<file path="src/rtl/spi_flash_master.sv">
// -----------------------------------------------------------------------------
// spi_flash_master
//
// Minimal SPI (mode 0) master for serial NOR flash. It supports four commands:
// 03 read, 02 program, 06 write-enable and 04 write-disable. A transaction
// walks SEL -> SHIFT (-> GAP -> SHIFT)* -> DESEL -> FIN. Any other command is
// rejected: err_o and done_o pulse together with no SPI activity.
//
// Parameters
//   CLK_DIV  SCK half-period in clk_i cycles (>= 1)
//   GAP      idle clk_i cycles, SCK low, between bytes of one transaction (>= 1)
//   SS_HIGH  clk_i cycles ss_o is held high after a transaction (>= 1)
//
// Ports
//   clk_i, rst_i      clock, asynchronous active-high reset
//   start_i           request strobe, honoured only while busy_o = 0
//   cmd_i/adr_i/len_i command, 24-bit address, data byte count minus one
//   wdat_i            program data byte, sampled while wdat_req_o = 1
//   wdat_req_o        pulse: wdat_i consumed this cycle
//   rdat_o/rdat_vld_o last read byte / one-cycle update strobe
//   busy_o/done_o     transaction in progress / one-cycle completion pulse
//   err_o             one-cycle pulse: unsupported command
//   sck_o/ss_o        SPI clock (idles low) / active-low slave select
//   mosi_o/miso_i     SPI data out / in
// -----------------------------------------------------------------------------
module spi_flash_master #(
    parameter int CLK_DIV = 4,
    parameter int GAP     = 8,
    parameter int SS_HIGH = 4
) (
    input  logic        clk_i,
    input  logic        rst_i,
    input  logic        start_i,
    input  logic [7:0]  cmd_i,
    input  logic [23:0] adr_i,
    input  logic [7:0]  len_i,
    input  logic [7:0]  wdat_i,
    output logic        wdat_req_o,
    output logic [7:0]  rdat_o,
    output logic        rdat_vld_o,
    output logic        busy_o,
    output logic        done_o,
    output logic        err_o,
    output logic        sck_o,
    output logic        ss_o,
    output logic        mosi_o,
    input  logic        miso_i
);

    localparam int CNT_W = 16;

    typedef enum logic [2:0] {
        ST_IDLE,
        ST_SEL,
        ST_SHIFT,
        ST_GAP,
        ST_DESEL,
        ST_FIN
    } state_t;

    state_t             state_q, state_d;
    logic [CNT_W-1:0]   cnt_q, cnt_d;           // cycles spent in current state / half-period
    logic               phase_q, phase_d;       // 0: SCK low half, 1: SCK high half
    logic [2:0]         bit_q, bit_d;           // bit index within current byte
    logic [7:0]         tx_q, tx_d;             // outgoing byte, MSB on mosi_o
    logic [6:0]         rx_q, rx_d;             // first seven bits of incoming byte
    logic [23:0]        adr_q, adr_d;
    logic [1:0]         hdr_q, hdr_d;           // address bytes still to send
    logic [8:0]         data_cnt_q, data_cnt_d; // data bytes still to load (len+1 max 256)
    logic               has_data_q, has_data_d;
    logic               wr_q, wr_d;
    logic               cur_data_q, cur_data_d; // byte being shifted is a data byte
    logic               err_q, err_d;
    logic [7:0]         rdat_q, rdat_d;
    logic               rdat_vld_q, rdat_vld_d;

    // Command decode of the incoming request.
    logic cmd_ok, cmd_has_data, cmd_wr;

    always_comb begin
        cmd_ok       = 1'b1;
        cmd_has_data = 1'b0;
        cmd_wr       = 1'b0;
        case (cmd_i)
            8'h03:        cmd_has_data = 1'b1;
            8'h02: begin
                cmd_has_data = 1'b1;
                cmd_wr       = 1'b1;
            end
            8'h06, 8'h04: ;
            default:      cmd_ok = 1'b0;
        endcase
    end

    // FIN has busy_o low, so a request arriving there is honoured too.
    logic accept, half_done, sel_done, byte_done, gap_done, desel_done, more_bytes;

    assign accept     = start_i && (state_q == ST_IDLE || state_q == ST_FIN);
    assign half_done  = (cnt_q == CNT_W'(CLK_DIV - 1));
    assign sel_done   = (state_q == ST_SEL) && half_done;
    assign byte_done  = (state_q == ST_SHIFT) && half_done && phase_q && (bit_q == 3'd7);
    assign gap_done   = (state_q == ST_GAP) && (cnt_q == CNT_W'(GAP - 1));
    assign desel_done = (state_q == ST_DESEL) && (cnt_q == CNT_W'(SS_HIGH - 1));
    assign more_bytes = (hdr_q != 2'd0) || (has_data_q && data_cnt_q != 9'd0);

    // ---------------------------------------------------------------- state register
    // NOTE: sequential state uses non-blocking assignments so every flop samples
    // the pre-edge value of every other flop, independent of block ordering.
    always_ff @(posedge clk_i or posedge rst_i) begin
        if (rst_i) begin
            state_q <= ST_IDLE;
        end else begin
            state_q <= state_d;
        end
    end

    // ---------------------------------------------------------------- next state
    always_comb begin
        state_d = state_q;
        unique case (state_q)
            ST_IDLE, ST_FIN: begin
                if (accept) state_d = cmd_ok ? ST_SEL : ST_FIN;
                else        state_d = ST_IDLE;
            end
            ST_SEL:   if (sel_done)   state_d = ST_SHIFT;
            ST_SHIFT: if (byte_done)  state_d = more_bytes ? ST_GAP : ST_DESEL;
            ST_GAP:   if (gap_done)   state_d = ST_SHIFT;
            ST_DESEL: if (desel_done) state_d = ST_FIN;
            default:                  state_d = ST_IDLE;
        endcase
    end

    // ---------------------------------------------------------------- outputs
    always_comb begin
        ss_o       = !(state_q == ST_SEL || state_q == ST_SHIFT || state_q == ST_GAP);
        sck_o      = (state_q == ST_SHIFT) && phase_q;
        mosi_o     = (state_q == ST_SHIFT) && tx_q[7];
        busy_o     = (state_q == ST_SEL) || (state_q == ST_SHIFT) ||
                     (state_q == ST_GAP) || (state_q == ST_DESEL);
        done_o     = (state_q == ST_FIN);
        err_o      = (state_q == ST_FIN) && err_q;
        // Last GAP cycle ahead of a program data byte.
        wdat_req_o = gap_done && (hdr_q == 2'd0) && wr_q;
        rdat_o     = rdat_q;
        rdat_vld_o = rdat_vld_q;
    end

    // ---------------------------------------------------------------- datapath next values
    // NOTE: every variable gets a default at the top of the block, so no path
    // leaves one unassigned and no latch is inferred.
    always_comb begin
        cnt_d      = cnt_q + CNT_W'(1);
        phase_d    = phase_q;
        bit_d      = bit_q;
        tx_d       = tx_q;
        rx_d       = rx_q;
        adr_d      = adr_q;
        hdr_d      = hdr_q;
        data_cnt_d = data_cnt_q;
        has_data_d = has_data_q;
        wr_d       = wr_q;
        cur_data_d = cur_data_q;
        err_d      = err_q;
        rdat_d     = rdat_q;
        rdat_vld_d = 1'b0;

        if (state_d != state_q || state_q == ST_IDLE || state_q == ST_FIN) begin
            cnt_d = '0;
        end

        if (accept) begin
            tx_d       = cmd_i;
            adr_d      = adr_i;
            hdr_d      = cmd_has_data ? 2'd3 : 2'd0;
            data_cnt_d = {1'b0, len_i} + 9'd1;
            has_data_d = cmd_has_data;
            wr_d       = cmd_wr;
            cur_data_d = 1'b0;
            err_d      = !cmd_ok;
            phase_d    = 1'b0;
            bit_d      = 3'd0;
        end

        if (state_q == ST_SHIFT && half_done) begin
            cnt_d   = '0;
            phase_d = !phase_q;
            if (phase_q) begin
                // Falling SCK edge: sample miso_i, advance to the next bit.
                rx_d  = {rx_q[5:0], miso_i};
                tx_d  = {tx_q[6:0], 1'b0};
                bit_d = bit_q + 3'd1;
                if (bit_q == 3'd7 && cur_data_q && !wr_q) begin
                    rdat_d     = {rx_q, miso_i};
                    rdat_vld_d = 1'b1;
                end
            end
        end

        // Next byte is loaded on the last GAP cycle.
        if (gap_done) begin
            if (hdr_q != 2'd0) begin
                case (hdr_q)
                    2'd3:    tx_d = adr_q[23:16];
                    2'd2:    tx_d = adr_q[15:8];
                    default: tx_d = adr_q[7:0];
                endcase
                hdr_d      = hdr_q - 2'd1;
                cur_data_d = 1'b0;
            end else begin
                tx_d       = wr_q ? wdat_i : 8'h00;
                data_cnt_d = data_cnt_q - 9'd1;
                cur_data_d = 1'b1;
            end
        end
    end

    // NOTE: all datapath flops, rdat_q included, are reset so outputs are
    // defined immediately and a mid-transaction abort leaves nothing stale.
    always_ff @(posedge clk_i or posedge rst_i) begin
        if (rst_i) begin
            cnt_q      <= '0;
            phase_q    <= 1'b0;
            bit_q      <= 3'd0;
            tx_q       <= 8'h00;
            rx_q       <= 7'h00;
            adr_q      <= 24'h0;
            hdr_q      <= 2'd0;
            data_cnt_q <= 9'd0;
            has_data_q <= 1'b0;
            wr_q       <= 1'b0;
            cur_data_q <= 1'b0;
            err_q      <= 1'b0;
            rdat_q     <= 8'h00;
            rdat_vld_q <= 1'b0;
        end else begin
            cnt_q      <= cnt_d;
            phase_q    <= phase_d;
            bit_q      <= bit_d;
            tx_q       <= tx_d;
            rx_q       <= rx_d;
            adr_q      <= adr_d;
            hdr_q      <= hdr_d;
            data_cnt_q <= data_cnt_d;
            has_data_q <= has_data_d;
            wr_q       <= wr_d;
            cur_data_q <= cur_data_d;
            err_q      <= err_d;
            rdat_q     <= rdat_d;
            rdat_vld_q <= rdat_vld_d;
        end
    end

endmodule

</file>
<file path="config.mk">
export PLATFORM = sky130hd
export DESIGN_NAME = spi_flash_master
export DESIGN_NICKNAME = d
export VERILOG_FILES = /design/src/rtl/spi_flash_master.sv
export SDC_FILE = /design/constraint.sdc
export NUM_CORES = 1
export LEC_CHECK = 0
export ABC_CLOCK_PERIOD_IN_PS = 3200
export CAP_MARGIN = 20
export CORE_ASPECT_RATIO = 1.25
export CORE_MARGIN = 10
export CORE_UTILIZATION = 40
export DETAILED_ROUTE_END_ITERATION = 16
export GPL_TIMING_DRIVEN = 0
export SLEW_MARGIN = 30
export SYNTH_ARGS = -nofsm -noshare
export SYNTH_HDL_FRONTEND = slang
export SYNTH_SLANG_ARGS = --single-unit
export TNS_END_PERCENT = 50
</file>
<file path="constraint.sdc">
create_clock -name clk_i -period 3.2 [get_ports clk_i]
set_input_delay 0.48 -clock clk_i [delete_from_list [all_inputs] [get_ports clk_i]]
set_output_delay 0.48 -clock clk_i [all_outputs]
set_load 0.02 [all_outputs]
</file>
After elaboration in Yosys (flattened, before gate mapping)
Cells that the tools add are included.
{ "op_classes": {"addsub": 5, "eq_ne": 15, "n_reduce_logical": 37, "muxes": 37} }
{ "op_table": {"columns": ["cell", "count"], "rows": [
  ["2-to-1 mux 8 bit", 6],
  ["2-to-1 mux 16 bit", 2],
  ["2-to-1 mux 3 bit", 10],
  ["2-to-1 mux 9 bit", 3],
  ["adder 16 x 1 -> 16 bit, second input constant", 1],
  ["equality test 16 x 2 -> 1 bit, second input constant", 1],
  ["equality test 16 x 3 -> 1 bit, second input constant", 1],
  ["equality test 8 x 2 -> 1 bit, second input constant", 2],
  ["equality test 8 x 3 -> 1 bit, second input constant", 2],
  ["one-hot mux 8 bit (2 select lines)", 1],
  ["logical AND 1 bit", 15],
  ["one-hot mux 3 bit (5 select lines)", 1],
  ["2-to-1 mux 1 bit", 10],
  ["adder 8 x 1 -> 9 bit, second input constant", 1],
  ["equality test 3 bit, second input constant", 3],
  ["nonzero test 9 bit", 1],
  ["subtractor 9 x 1 -> 9 bit, second input constant", 1],
  ["2-to-1 mux 2 bit", 4],
  ["logical OR 1 bit", 7],
  ["equality test 3 x 2 -> 1 bit, second input constant", 2],
  ["nonzero test 2 bit", 3],
  ["equality test 2 bit, second input constant", 2],
  ["logical NOT 1 bit", 4],
  ["OR reduction 2 bit", 2],
  ["9 further kinds", 9]
]} }
{ "totals": {"wordCells": 109, "reg_bits": 86} }

Logic depth before layout (Yosys ltp)
{ "depth": {"depth_word": 11, "depth_mapped": 8, "ltp_nobuf": 7} }

Least setup slack after synthesis
Ideal clock, no wire load.
{ "synth_path": {"path_type": "reg2out", "startpoint": "register cnt_q[0]", "endpoint": "output port wdat_req_o", "stages_incl_launch_ff": 7, "setup_slack_ns": 0.834, "path_buffers": 1, "arrival_ns": 1.886, "path_cell_list": "dfrtp_1 -> ha_1 -> nor4b_1 -> nand4_1 -> buf_4 -> nor4_4 -> and2_1"} }
{ "synth_via": {"elab_chain_len": 4} }
{ "synth_rtl": {"columns": ["item", "line", "source"], "rows": [
  ["from (decl)", "62", "logic [CNT_W-1:0] cnt_q, cnt_d;"],
  ["from (signal assigned)", "236", "cnt_q <= cnt_d;"],
  ["equality test 16 x 3 -> 1 bit", "102", "assign gap_done = (state_q == ST_GAP) && (cnt_q == CNT_W'(GAP - 1));"],
  ["logical AND 1 bit", "102", null],
  ["logical AND 1 bit (2 in a row)", "143", "wdat_req_o = gap_done && (hdr_q == 2'd0) && wr_q;"],
  ["to (decl)", "38", "output logic wdat_req_o,"]
]} }
Every way passes these cells.

Final worst setup path
{ "layout_path": {"startpoint": "register state_q[2]", "endpoint": "output port sck_o"} }
{ "layout_via": {"elab_chain_len": 2} }
{ "layout_rtl": {"columns": ["item", "line", "source"], "rows": [
  ["from (decl)", "61", "state_t state_q, state_d;"],
  ["from (signal assigned)", "113", "state_q <= state_d;"],
  ["equality test 3 x 2 -> 1 bit", "136", "sck_o = (state_q == ST_SHIFT) && phase_q;"],
  ["logical AND 1 bit", "136", null],
  ["to (decl)", "44", "output logic sck_o,"]
]} }
Every way passes these cells.

==> flow_metrics.tcl <==
set metrics [dict create \
    startpoint_type "flop" \
    post-synth-top-count-cell "nand2_1" \
    finalSetupViolations 0 \
    overflow 0 \
    initial_utilization_pct 40.75 \
    synth_enable_flop_cells 0 \
    finalNonFillerCells 720 \
    status "finished, final reports clean" \
    drc 0 \
    synth_area_mm2 0.004494 \
    root_buffer "clkbuf_16" \
    final_util_pct 51.55 \
    cp.required_ns 2.72 \
    drive_above_1_share_pct 9.402 \
    core.rowCount 43 \
    synthTopCellsByArea "dfrtp_1, nand2_1, nor2_1, a21oi_1, xor2_1" \
    area_growth_pct 26.50 \
    yosys.area.top_type "dfrtp_1" \
    drt_wl_total_mm 11.59 \
    drt_iter0_drc 200 \
    h-tree-depth 3 \
    tns_ns 0 \
    finalCriticalPeriod_ns 2.816 \
    holdBufCountCts 0 \
    synth_cell_types 62 \
    wire_per_inst_um 16.09 \
    ys_async_sr_fraction_pct 100.0 \
    die-width_um 114.8 \
    placedCellCount 703 \
    path_class "flop to output port" \
    cts_tree "yes" \
    final_nets 638 \
    netlist_top_cells_count "nand2_1, dfrtp_1, nor2_1" \
    ir_drop_mv 0.3582 \
    core-area_mm2 0.01103 \
    grt_pass1_vias 4005 \
    ant_nets 0 \
    clock_sinks 86 \
    grt_pass1_wl_mm 19.39 \
    routabilityCongestion 0.8172 \
    io_pins 68 \
    portBuffers 67 \
    cts_buffers 9 \
    grt.total_usage_pct 14.82 \
    min_period_over_period_pct 88.01 \
    antenna_found_initial 0 \
    num-fill-cells 1006 \
    via_per_inst 5.318 \
    place_hpwl_mm 8.524 \
    die_area_mm2 0.01590 \
    grt_max_degree 69 \
    synth.yosys.seq_area_share_pct 47.88 \
    slew_violations 0 \
    clk_pin_slew_ns 0.06 \
    vias 3829 \
    netlist.area_leader.share_pct 47.88 \
    netlist_instances 500 \
    powerDensity_mw_per_mm2 729.8 \
    fin_total_pwr_w 0.004149 \
    synthFlopType "dfrtp_1" \
    preCtsSetupSlack_ns -0.05348 \
    p_leak_nw 2.590 \
    maxCapViolCount 0 \
    end_kind "output port" \
    hold_violations 0 \
    timing.final.ws_setup_ns 0.3836 \
    synth_area_per_cell_um2 8.989 \
    syn-num-nets 558 \
    fp.dieH_um 138.5 \
    worstSkewPairLatency_ns 0.35 \
    hold_class "input pin to async pin" \
    first_pass_iters 4 \
    fmax_mhz 355.1 \
    rsz0062_at_grt "no" \
    finClkSkew_ns 0.006564 \
    synth_warnings 0 \
    worst_ep_arrival_time_ns 2.34 \
    tightest_slew_ns 0.6348 \
    cp_max_fo 8 \
    synth.ff_latch_count 86 \
    antennaDiodeCount 0 \
    relSlewSlack_pct 57.68 \
    clockBufferDepth 2 \
]
## metal layers
layer,GRT usage [%],part of all wire [%],vias up
li1,-,-,1878
met3,3.939,4.6,14
met5,0,0,-
met4,4.896,1.3,0
met2,24.84,51,77
met1,17.81,44,1860
## timing repair
action,4_1_cts,5_1_grt
cloned,0,0
endpoints found under the setup margin,1,1
pin swaps,1,0
setup buffers,1,0
gates resized for setup,2,1
hold endpoints to repair,0,0
## power by group
group | leakage, nW | switching (W) | internal, W
Sequential | 1.11 | 0.000223 | 0.00139
Clock | 0.126 | 0.000456 | 0.000604
Combinational | 1.35 | 0.000866 | 0.000615
Total | 2.59 | 0.00154 | 0.00261
## worst max-delay path, cell delays in order, from the launching register on
cell	delay, ns
dfrtp_1	0.47
nor3b_1	0.37
nand2_1	0.29
inv_1	0.22
clkdlybuf4s50_1	0.64
## kinds of logic (layout without fill, tap and decap cells)
| group | count (synthesis) | in the layout | synth area share [%] |
|---|---|---|---|
| simple gates | 255 | 255 | 26.61 |
| mux | 18 | 18 | 4.260 |
| buf+inv | 36 | 121 | 3.758 |
| flops | 86 | 86 | 47.88 |
| fa+ha+maj | 6 | 6 | 1.670 |
| compound gates | 78 | 78 | 11.72 |
| xor+xnor | 21 | 21 | 4.093 |
## placed cells by master, fill, tap and decap left out, types with 4 or more instances in the layout
master / n
nor3_1: 6
nand2_1: 140
xor2_1: 14
clkbuf_16: 9
ha_1: 5
a221oi_1: 9
a22o_1: 6
nor2_1: 41
and4_1: 4
and3_1: 4
nand3_1: 20
inv_1: 11
nand4_1: 6
dfrtp_1: 86
mux2i_1: 9
o22ai_1: 5
a21oi_1: 27
mux2_2: 9
xnor2_1: 7
nor4_1: 4
clkdlybuf4s50_1: 66
o21ai_0: 10
clkbuf_1: 14
clkinvlp_4: 6
and2_1: 4
buf_2: 4
## metrics by stage
step           area, um^2  hold WS [ns]
6_report             5685        0.4359
3_5_place_dp         5366        0.4580
5_1_grt              5685        0.4394
4_1_cts              5683        0.4379
2_1_floorplan        4494        0.4348
3_3_place_gp         5334        0.4545
## final cells by class
type                       instances  area (um^2)  share of cell area, %
buffer                            23        117.6                  2.069
tap                              135        168.9                  2.971
multi-input combinational        378         2182                  38.38
clock buffer                       9        225.2                  3.961
timing repair buffer              69        708.2                  12.46
clock inverter                     7        75.07                  1.320
sequential                        86         2152                  37.85
inverter                          13        56.30                 0.9903
## worst paths after layout
| check | startpoint | slack [ns] | endpoint | depth (start not counted) |
|---|---|---|---|---|
| max | state_q[2] | 0.38 | sck_o | 4 |
| min | rst_i | 0.44 | rdat_o[6] | 2 |
| max reg2reg | cnt_q[0] | 0.84 | rdat_o[0] | 7 |
| min reg2reg | rx_q[6] | 0.47 | rx_q[6] | 2 |
| max in group asynchronous | rst_i | 2.19 | adr_q[14] | 3 |
| min in group clk_i | rx_q[6] | 0.47 | rx_q[6] | 2 |
## flip-flops by register name (all words and copies together) (netlist names)
name and count:
adr_q 24, cur_data_q 1, phase_q 1, rx_q 7, hdr_q 2, bit_q 3, rdat_vld_o 1, data_cnt_q 9
err_q 1, tx_q 8, state_q 3, wr_q 1, has_data_q 1, rdat_o 8, cnt_q 16
No activity file was read; power rests on OpenSTA's default activity.
